### src/rtl/button_conditioner.sv
// Player pushbutton front end: 2-FF synchronizer, per-channel debounce and a
// press / auto-repeat FSM per channel, with a lock input that masks everything.
module button_conditioner #(
   parameter int unsigned NUM_BTN         = 3,
   parameter int unsigned DEBOUNCE_CYCLES = 500000,
   parameter int unsigned REPEAT_DELAY    = 25000000,
   parameter int unsigned REPEAT_RATE     = 5000000,
   parameter int unsigned CNT_W           = 25
) (
   input  logic               clk,
   input  logic               gameReset,
   input  logic [NUM_BTN-1:0] btn_raw_n,
   input  logic               lock,
   output logic [NUM_BTN-1:0] btn_level_n,
   output logic [NUM_BTN-1:0] btn_press,
   output logic [NUM_BTN-1:0] btn_repeat,
   output logic               any_press
);

   typedef enum logic [1:0] {RELEASED, HELD_DELAY, HELD_REPEAT} chanState_t;

   localparam logic [CNT_W-1:0] DB_LAST = CNT_W'(DEBOUNCE_CYCLES - 1);
   localparam logic [CNT_W-1:0] RD_LAST = CNT_W'(REPEAT_DELAY - 1);
   localparam logic [CNT_W-1:0] RR_LAST = CNT_W'(REPEAT_RATE - 1);

   logic [NUM_BTN-1:0] pressNext;

   for (genvar i = 0; i < NUM_BTN; i++) begin : g_chan
      logic             syncA, syncB, stable, armed;
      logic [CNT_W-1:0] dbCnt, repCnt, repCntNext;
      chanState_t       state, stateNext;
      logic             stableNext, pressN, repeatN;
      logic             levelQ, pressQ, repeatQ;

      // Debounce acceptance is looked ahead so the press pulse and the level
      // change land on the same edge that the stable bit flips.
      assign stableNext = ((syncB != stable) && (dbCnt == DB_LAST)) ? syncB : stable;

      always_comb begin
         stateNext  = state;
         repCntNext = repCnt;
         pressN     = 1'b0;
         repeatN    = 1'b0;
         if (lock || stableNext) begin
            stateNext  = RELEASED;
            repCntNext = '0;
         end else begin
            case (state)
               RELEASED: begin
                  if (stable && !armed) begin
                     stateNext  = HELD_DELAY;
                     repCntNext = '0;
                     pressN     = 1'b1;
                  end
               end
               HELD_DELAY: begin
                  if (repCnt == RD_LAST) begin
                     repeatN    = 1'b1;
                     repCntNext = '0;
                     stateNext  = HELD_REPEAT;
                  end else begin
                     repCntNext = repCnt + CNT_W'(1);
                  end
               end
               HELD_REPEAT: begin
                  if (repCnt == RR_LAST) begin
                     repeatN    = 1'b1;
                     repCntNext = '0;
                  end else begin
                     repCntNext = repCnt + CNT_W'(1);
                  end
               end
               default: stateNext = RELEASED;
            endcase
         end
      end

      always_ff @(posedge clk or negedge gameReset) begin
         if (!gameReset) begin
            syncA   <= 1'b1;
            syncB   <= 1'b1;
            stable  <= 1'b1;
            dbCnt   <= '0;
            armed   <= 1'b0;
            state   <= RELEASED;
            repCnt  <= '0;
            levelQ  <= 1'b1;
            pressQ  <= 1'b0;
            repeatQ <= 1'b0;
         end else begin
            syncA <= btn_raw_n[i];
            syncB <= syncA;
            if (syncB == stable) begin
               dbCnt <= '0;
            end else if (dbCnt == DB_LAST) begin
               stable <= syncB;
               dbCnt  <= '0;
            end else begin
               dbCnt <= dbCnt + CNT_W'(1);
            end
            if (stable) armed <= 1'b0;
            else if (lock) armed <= 1'b1;
            state   <= stateNext;
            repCnt  <= repCntNext;
            levelQ  <= stableNext | lock | (stateNext == RELEASED);
            pressQ  <= pressN;
            repeatQ <= repeatN;
         end
      end

      assign btn_level_n[i] = levelQ;
      assign btn_press[i]   = pressQ;
      assign btn_repeat[i]  = repeatQ;
      assign pressNext[i]   = pressN;
   end

   always_ff @(posedge clk or negedge gameReset) begin
      if (!gameReset) any_press <= 1'b0;
      else            any_press <= |pressNext;
   end

endmodule

### config.mk
export PLATFORM = sky130hd
export DESIGN_NAME = button_conditioner
export DESIGN_NICKNAME = d
export VERILOG_FILES = /design/src/rtl/button_conditioner.sv
export SDC_FILE = /design/constraint.sdc
export NUM_CORES = 1
export LEC_CHECK = 0
export ABC_AREA = 1
export CAP_MARGIN = 20
export CORE_ASPECT_RATIO = 1.2
export CORE_MARGIN = 3
export CORE_UTILIZATION = 50
export CTS_CLUSTER_DIAMETER = 60
export DETAILED_ROUTE_END_ITERATION = 12
export PLACE_DENSITY_LB_ADDON = 0.05
export SLEW_MARGIN = 25
export SYNTH_ARGS = -nofsm -noshare
export SYNTH_HDL_FRONTEND = slang
export SYNTH_SLANG_ARGS = --single-unit
### constraint.sdc
create_clock -name clk -period 2.95 [get_ports clk]
set_clock_uncertainty 0.15 [all_clocks]
set_input_delay 0.4425 -clock clk [delete_from_list [all_inputs] [get_ports clk]]
set_output_delay 0.4425 -clock clk [all_outputs]
set_load 0.05 [all_outputs]
---- Yosys cells after proc, flatten, opt, wreduce, memory -nomap -nowiden ----
Index checks and enable logic that the tools add are counted.
word-level totals
  bits in registers ....................... 178
  input port bits ......................... 6
  output and inout bits ................... 10
  word-level logic and storage cells ...... 162
operators by class
  $add $sub $neg .......................... 6
  equal/unequal tests ..................... 24
  mux-type cells .......................... 61
  bitwise logic cells ..................... 9
  reduce and logical (&&, ||, !) cells .... 31
operators with widths
  operator                                               number
  two-way mux 25 bit                                     18
  one-hot mux 25 bit (3 select lines)                    3
  adder 25 x 1 -> 25 bit, second input constant          6
  equality test 25 x 19 -> 1 bit, second input constant  3
  equality test 25 x 23 -> 1 bit, second input constant  3
  equality test 25 bit, second input constant            3
  two-way mux 1 bit                                      25
  two-way mux 2 bit                                      9
  one-hot mux 2 bit (3 select lines)                     3
  zero test 2 bit                                        6
  AND reduction 2 bit                                    6
  nonzero test 4 bit                                     3
  != test 3 bit, second input constant                   3
  equality test 2 x 1 -> 1 bit, second input constant    3
  equality test 2 bit, second input constant             3
  logical AND 1 bit                                      6
  bitwise OR 1 bit                                       6
  one-hot mux 1 bit (2 select lines)                     3
  nonzero test 2 bit                                     3
  equality test 1 bit                                    3
  zero test 1 bit                                        3
  logical OR 1 bit                                       3
  != test 1 bit                                          3
  NOT 1 bit                                              3
  OR reduction 3 bit                                     1

---- Depth between registers and ports, before layout ----
  word-level depth ........................ 7
  gate-level depth with buffers ........... 14
  mapped depth without buffers ............ 13

---- Worst setup path after synthesis ----
Ideal clock, no wire load.
  kind .................................... flip-flop to flip-flop
  start ................................... register g_chan[0].state[0]
  end ..................................... register g_chan[0].repCnt[18]
  library setup time ...................... 118 ps
  data arrival time ....................... 1,737 ps
  data required time ...................... 2,682 ps
  path slack .............................. 945 ps
  stages on the path, launching flop included .. 12
  buffers on the path ..................... 2
  clock period less this slack ............ 2,005 ps
  path through ............................ dfrtp_1 > inv_1 > ha_1 > buf_2 > inv_1 > o21ai_2 > inv_1 > nand4_4 > inv_2 > buf_4 > nor2_2 > nor2_1
on the way
  cells in the longest elaborated chain, start to end .. 3
  elaborated cells between the ends (all ways) .. 8
  those cells by class .................... 3 x eq/ne; 2 x mux; 3 x reduce/logical
RTL lines
  item                                                               line  RTL
  start, declared                                                    31    chanState_t state, stateNext;
  start signal, assigned                                             103   state <= stateNext;
  equality test 2 bit, or another cell as far along                  48    case (state)
  one-hot mux 25 bit (3 select lines), or another cell as far along  48
  two-way mux 25 bit or AND reduction 2 bit (tied branches)          -
  end signal, assigned                                               104   repCnt <= repCntNext;
  end, declared                                                      30    logic [CNT_W-1:0] dbCnt, repCnt, repCntNext;
Parallel ways exist; a longest one is shown, timed or not.
A chain may end at the register's enable or synchronous reset.

---- Final worst setup path ----
  start ................................... register g_chan[2].levelQ
  end ..................................... output btn_level_n[2]
RTL lines
  item                    line  RTL
  start, declared         33    logic levelQ, pressQ, repeatQ;
  start signal, assigned  105   levelQ <= stableNext | lock | (stateNext == RELEASED);
  end, declared           14    output logic [NUM_BTN-1:0] btn_level_n,
No word-level cell between the ends.

==> impl_metrics.py <==
metrics = {
    "run_status": {
        "outcome": "completed",
    },
    "critical_path": {
        "worstSetupEndpointType": "output port",
        "required_time_worst_endpoint_ns": 2.36,
        "worstSetupStartpointType": "register",
        "cp.buffers_inverters": 1,
        "cp_num_cells": 1,
        "cp_slowest_cell": "sky130_fd_sc_hd__clkdlybuf4s50_1",
        "path_delay_family": "buffers and inverters",
        "worst-r2r-cell-count": 10,
        "timing.setup.critical_path_class": "register to output port",
        "cp.arrival_ns": 1.81,
        "worst-path-max-fanout": 1,
        "sequence_of_cells_on_the_critical_path": "clkdlybuf4s50_1",
        "critical-path-max-stage-delay_ns": 0.82,
    },
    "pwr": {
        "ir_worst_vdd_mv": 0.364,
        "power.static_leakage_nw": 5.74,
        "power-per-cell-area_mw_per_mm2": 385,
    },
    "cells_and_area": {
        "finish.instance_area_mm2": 0.0130,
        "n_antenna_cell": 0,
        "reg_area_mm2": 0.00447,
        "drive_gt1_frac": 0.0741,
        "synthesis_to_finish_area_growth_pct": 8.91,
        "multi_input_area_mm2": 0.00645,
        "num-nets-final": 1766,
        "layout_common_cells": "sky130_fd_sc_hd__nand2_1 (452), sky130_fd_sc_hd__nor2_1 (288), sky130_fd_sc_hd__inv_1 (177)",
        "num-fill-cells": 2305,
        "leading_cell_type_in_the_layout_fill_and_taps_excluded": "sky130_fd_sc_hd__nand2_1",
    },
    "yosys": {
        "yosys_register_bits": 178,
        "synth_flop_cell": "sky130_fd_sc_hd__dfrtp_1",
        "async_flop_share": 1.00,
        "synth.net_count": 1760,
        "synth.cell_area_mm2": 0.0119,
        "synth_area_leaders": "sky130_fd_sc_hd__dfrtp_1 (35%), sky130_fd_sc_hd__nand2_1 (14%), sky130_fd_sc_hd__nor2_1 (9.1%)",
        "syn_area_per_cell_um2": 6.87,
        "yosys.area.top_type": "sky130_fd_sc_hd__dfrtp_1",
        "synth.yosys.warnings": 0,
        "post_synth_cell_types": 45,
        "netlist_instances": 1736,
        "synth_seq_area_share": 0.375,
        "synth_edf_count": 0,
        "yosysTopAreaCellShare": 0.348,
    },
    "global_routing": {
        "grt_util_met3": 0.0345,
        "gr-max-usage-layer": "met2",
        "grt.met1_usage": 0.351,
        "antenna_violations_before_repair": 0,
        "grt_start_max_net_pins": 85,
        "groute.layer.met2.usage": 0.396,
        "grt_first_pass_wirelength_mm": 52.6,
        "grt.overflow.total": 0,
        "number_of_global_route_vias_before_repair": 10600,
        "groute.usage.overall": 0.247,
    },
    "route": {
        "detailedRoute.firstPassIterationCount": 6,
        "postRouteAntennaNets": 0,
        "via_count": 11100,
        "wl_per_cell_um": 14.9,
        "total_wirelength_of_the_detailed_routed_design_mm": 30.9,
        "remaining_drc_errors": 0,
        "first_iter_violations": 860,
        "route.detailed.vias_per_inst": 5.37,
    },
    "timing": {
        "post-route-min-period_ns": 2.41,
        "finalHoldViolCount": 0,
        "rsz0062_at_grt": "false",
        "worst_hold_slack_ns": 0.209,
        "slew_violations": 0,
        "post-route-worst-setup-slack_ns": 0.545,
        "worstMarginPinSlew_ns": 0.710,
        "max_slew_margin": 0.527,
        "fmax_ghz": 0.416,
        "setup_tns_ns": 0,
        "final_min_period_over_clock_period": 0.815,
        "setup_violations": 0,
    },
    "worst_hold_path": {
        "timing.hold.worst.class": "register to register",
        "hold-path-cell-count": 0,
    },
    "floorplan": {
        "fp.dieW_um": 147,
        "start_util": 0.512,
        "floorplan.io_pins": 16,
        "std_cell_core_area_mm2": 0.0233,
        "floorplan_row_count": 61,
        "die_area_mm2": 0.0257,
        "die_h_um": 175,
    },
    "place": {
        "placement.setup.worst_slack_ns": 0.584,
        "final_weighted_congestion_of_routability_driven_global_placement": 0.970,
        "numPortBuffers": 15,
        "dpl-instance-area_mm2": 0.0123,
        "post-dp-hpwl_mm": 22.9,
    },
    "clock_network": {
        "cts_tree": "done",
        "post_cts_resize_count": 0,
        "worst_skew_pair.late_latency_ns": 0.45,
        "worst_setup_hold_path_clk_slew_ns": 0.08,
        "numClockSinks": 178,
        "cts_root_buffer": "sky130_fd_sc_hd__clkbuf_16",
        "cts_max_level": 4,
        "post-cts-setup-buffer-count": 0,
        "cts-root-to-sink-buffers": 2,
        "cts_buffers": 17,
        "post_cts_hold_buffer_count": 1,
    },
    "job": {
        "max_cap_violation_count": 0,
    },
}
[path summary, 6_finish.rpt]
| check | end | from | slack [ns] |
|---|---|---|---|
| setup / recovery | btn_level_n[2] | g_chan[2].levelQ | 0.54 |
| hold / removal | g_chan[1].syncB | g_chan[1].syncA | 0.21 |
| setup reg to reg | g_chan[1].repCnt[14] | g_chan[1].repCnt[0] | 0.55 |
| hold reg to reg | g_chan[1].syncB | g_chan[1].syncA | 0.21 |
| max in group asynchronous | g_chan[0].repCnt[11] | gameReset | 1.37 |
| min in group asynchronous | g_chan[1].dbCnt[15] | gameReset | 0.45 |
[cell usage after synthesis (6+ instances only)]
cell                         n
sky130_fd_sc_hd__dfstp_2    12
sky130_fd_sc_hd__o21ai_0    40
sky130_fd_sc_hd__nor2_4      7
sky130_fd_sc_hd__a21oi_1    45
sky130_fd_sc_hd__clkbuf_1   11
sky130_fd_sc_hd__inv_1     177
sky130_fd_sc_hd__xnor2_1    11
sky130_fd_sc_hd__nand2_2     9
sky130_fd_sc_hd__inv_2      13
sky130_fd_sc_hd__nor2_1    288
sky130_fd_sc_hd__ha_1       18
sky130_fd_sc_hd__nor3_1     44
sky130_fd_sc_hd__nand2_1   452
sky130_fd_sc_hd__nand3b_1   11
sky130_fd_sc_hd__a31oi_1     6
sky130_fd_sc_hd__nor4_1      6
sky130_fd_sc_hd__buf_2      13
sky130_fd_sc_hd__nor2_2     18
sky130_fd_sc_hd__nand3_1   167
sky130_fd_sc_hd__xor2_1     51
sky130_fd_sc_hd__o21ai_1    23
sky130_fd_sc_hd__dfrtp_1   166
sky130_fd_sc_hd__buf_4      16
sky130_fd_sc_hd__nand4_1    75
[cells by family (layout without fill, tap and decap cells)]
kind of cell	Yosys count	count (layout)	synth area share
AND/OR/NAND/NOR	1101	1101	0.413
buffers and inverters	241	260	0.0844
flip-flops	178	178	0.375
AO/OA/AOI/OAI	136	136	0.0637
XOR/XNOR	62	62	0.0455
adder cells (fa/ha/maj)	18	18	0.0189
[layer usage]
layer,routed length (um),share of wire
met3,1580,0.051
met2,14200,0.46
met1,14600,0.47
met4,468,0.015
met5,0,0
[registers in the layout, indices dropped and copies added, names as in the netlist]
signal / count
g_chan.repeatQ: 3
g_chan.repCnt: 75
any_press: 1
g_chan.pressQ: 3
g_chan.armed: 3
g_chan.state: 6
g_chan.syncB: 3
g_chan.syncA: 3
g_chan.dbCnt: 75
g_chan.levelQ: 3
g_chan.stable: 3
[cell type report]
| type | count | area share |
|---|---|---|
| well taps | 315 | 0.0303 |
| repair buffers | 32 | 0.0238 |
| clock buffers | 17 | 0.0328 |
| multi-input cells | 1317 | 0.497 |
| inverters | 196 | 0.0568 |
| flip-flops and latches | 178 | 0.344 |
| clock inverters | 15 | 0.0155 |
[power breakdown]
| group | internal [mW] | switching [mW] | total [mW] | leakage, nW |
|---|---|---|---|---|
| Sequential | 2.46 | 0.0101 | 2.47 | 2.42 |
| Clock | 1.17 | 1.19 | 2.36 | 0.302 |
| Combinational | 0.0406 | 0.135 | 0.175 | 3.02 |
[metrics by stage]
step / std cells / utilization / total power [mW]
detailed placement: 2037 / 0.531 / 2.69
finish: 2070 / 0.558 / 5.00
global route: 2070 / 0.558 / 5.19
floorplan: 1736 / - / 2.60
global placement: 2037 / 0.531 / 2.69
CTS: 2070 / 0.558 / 5.07
Note: power is estimated with default switching activity, not from simulation.
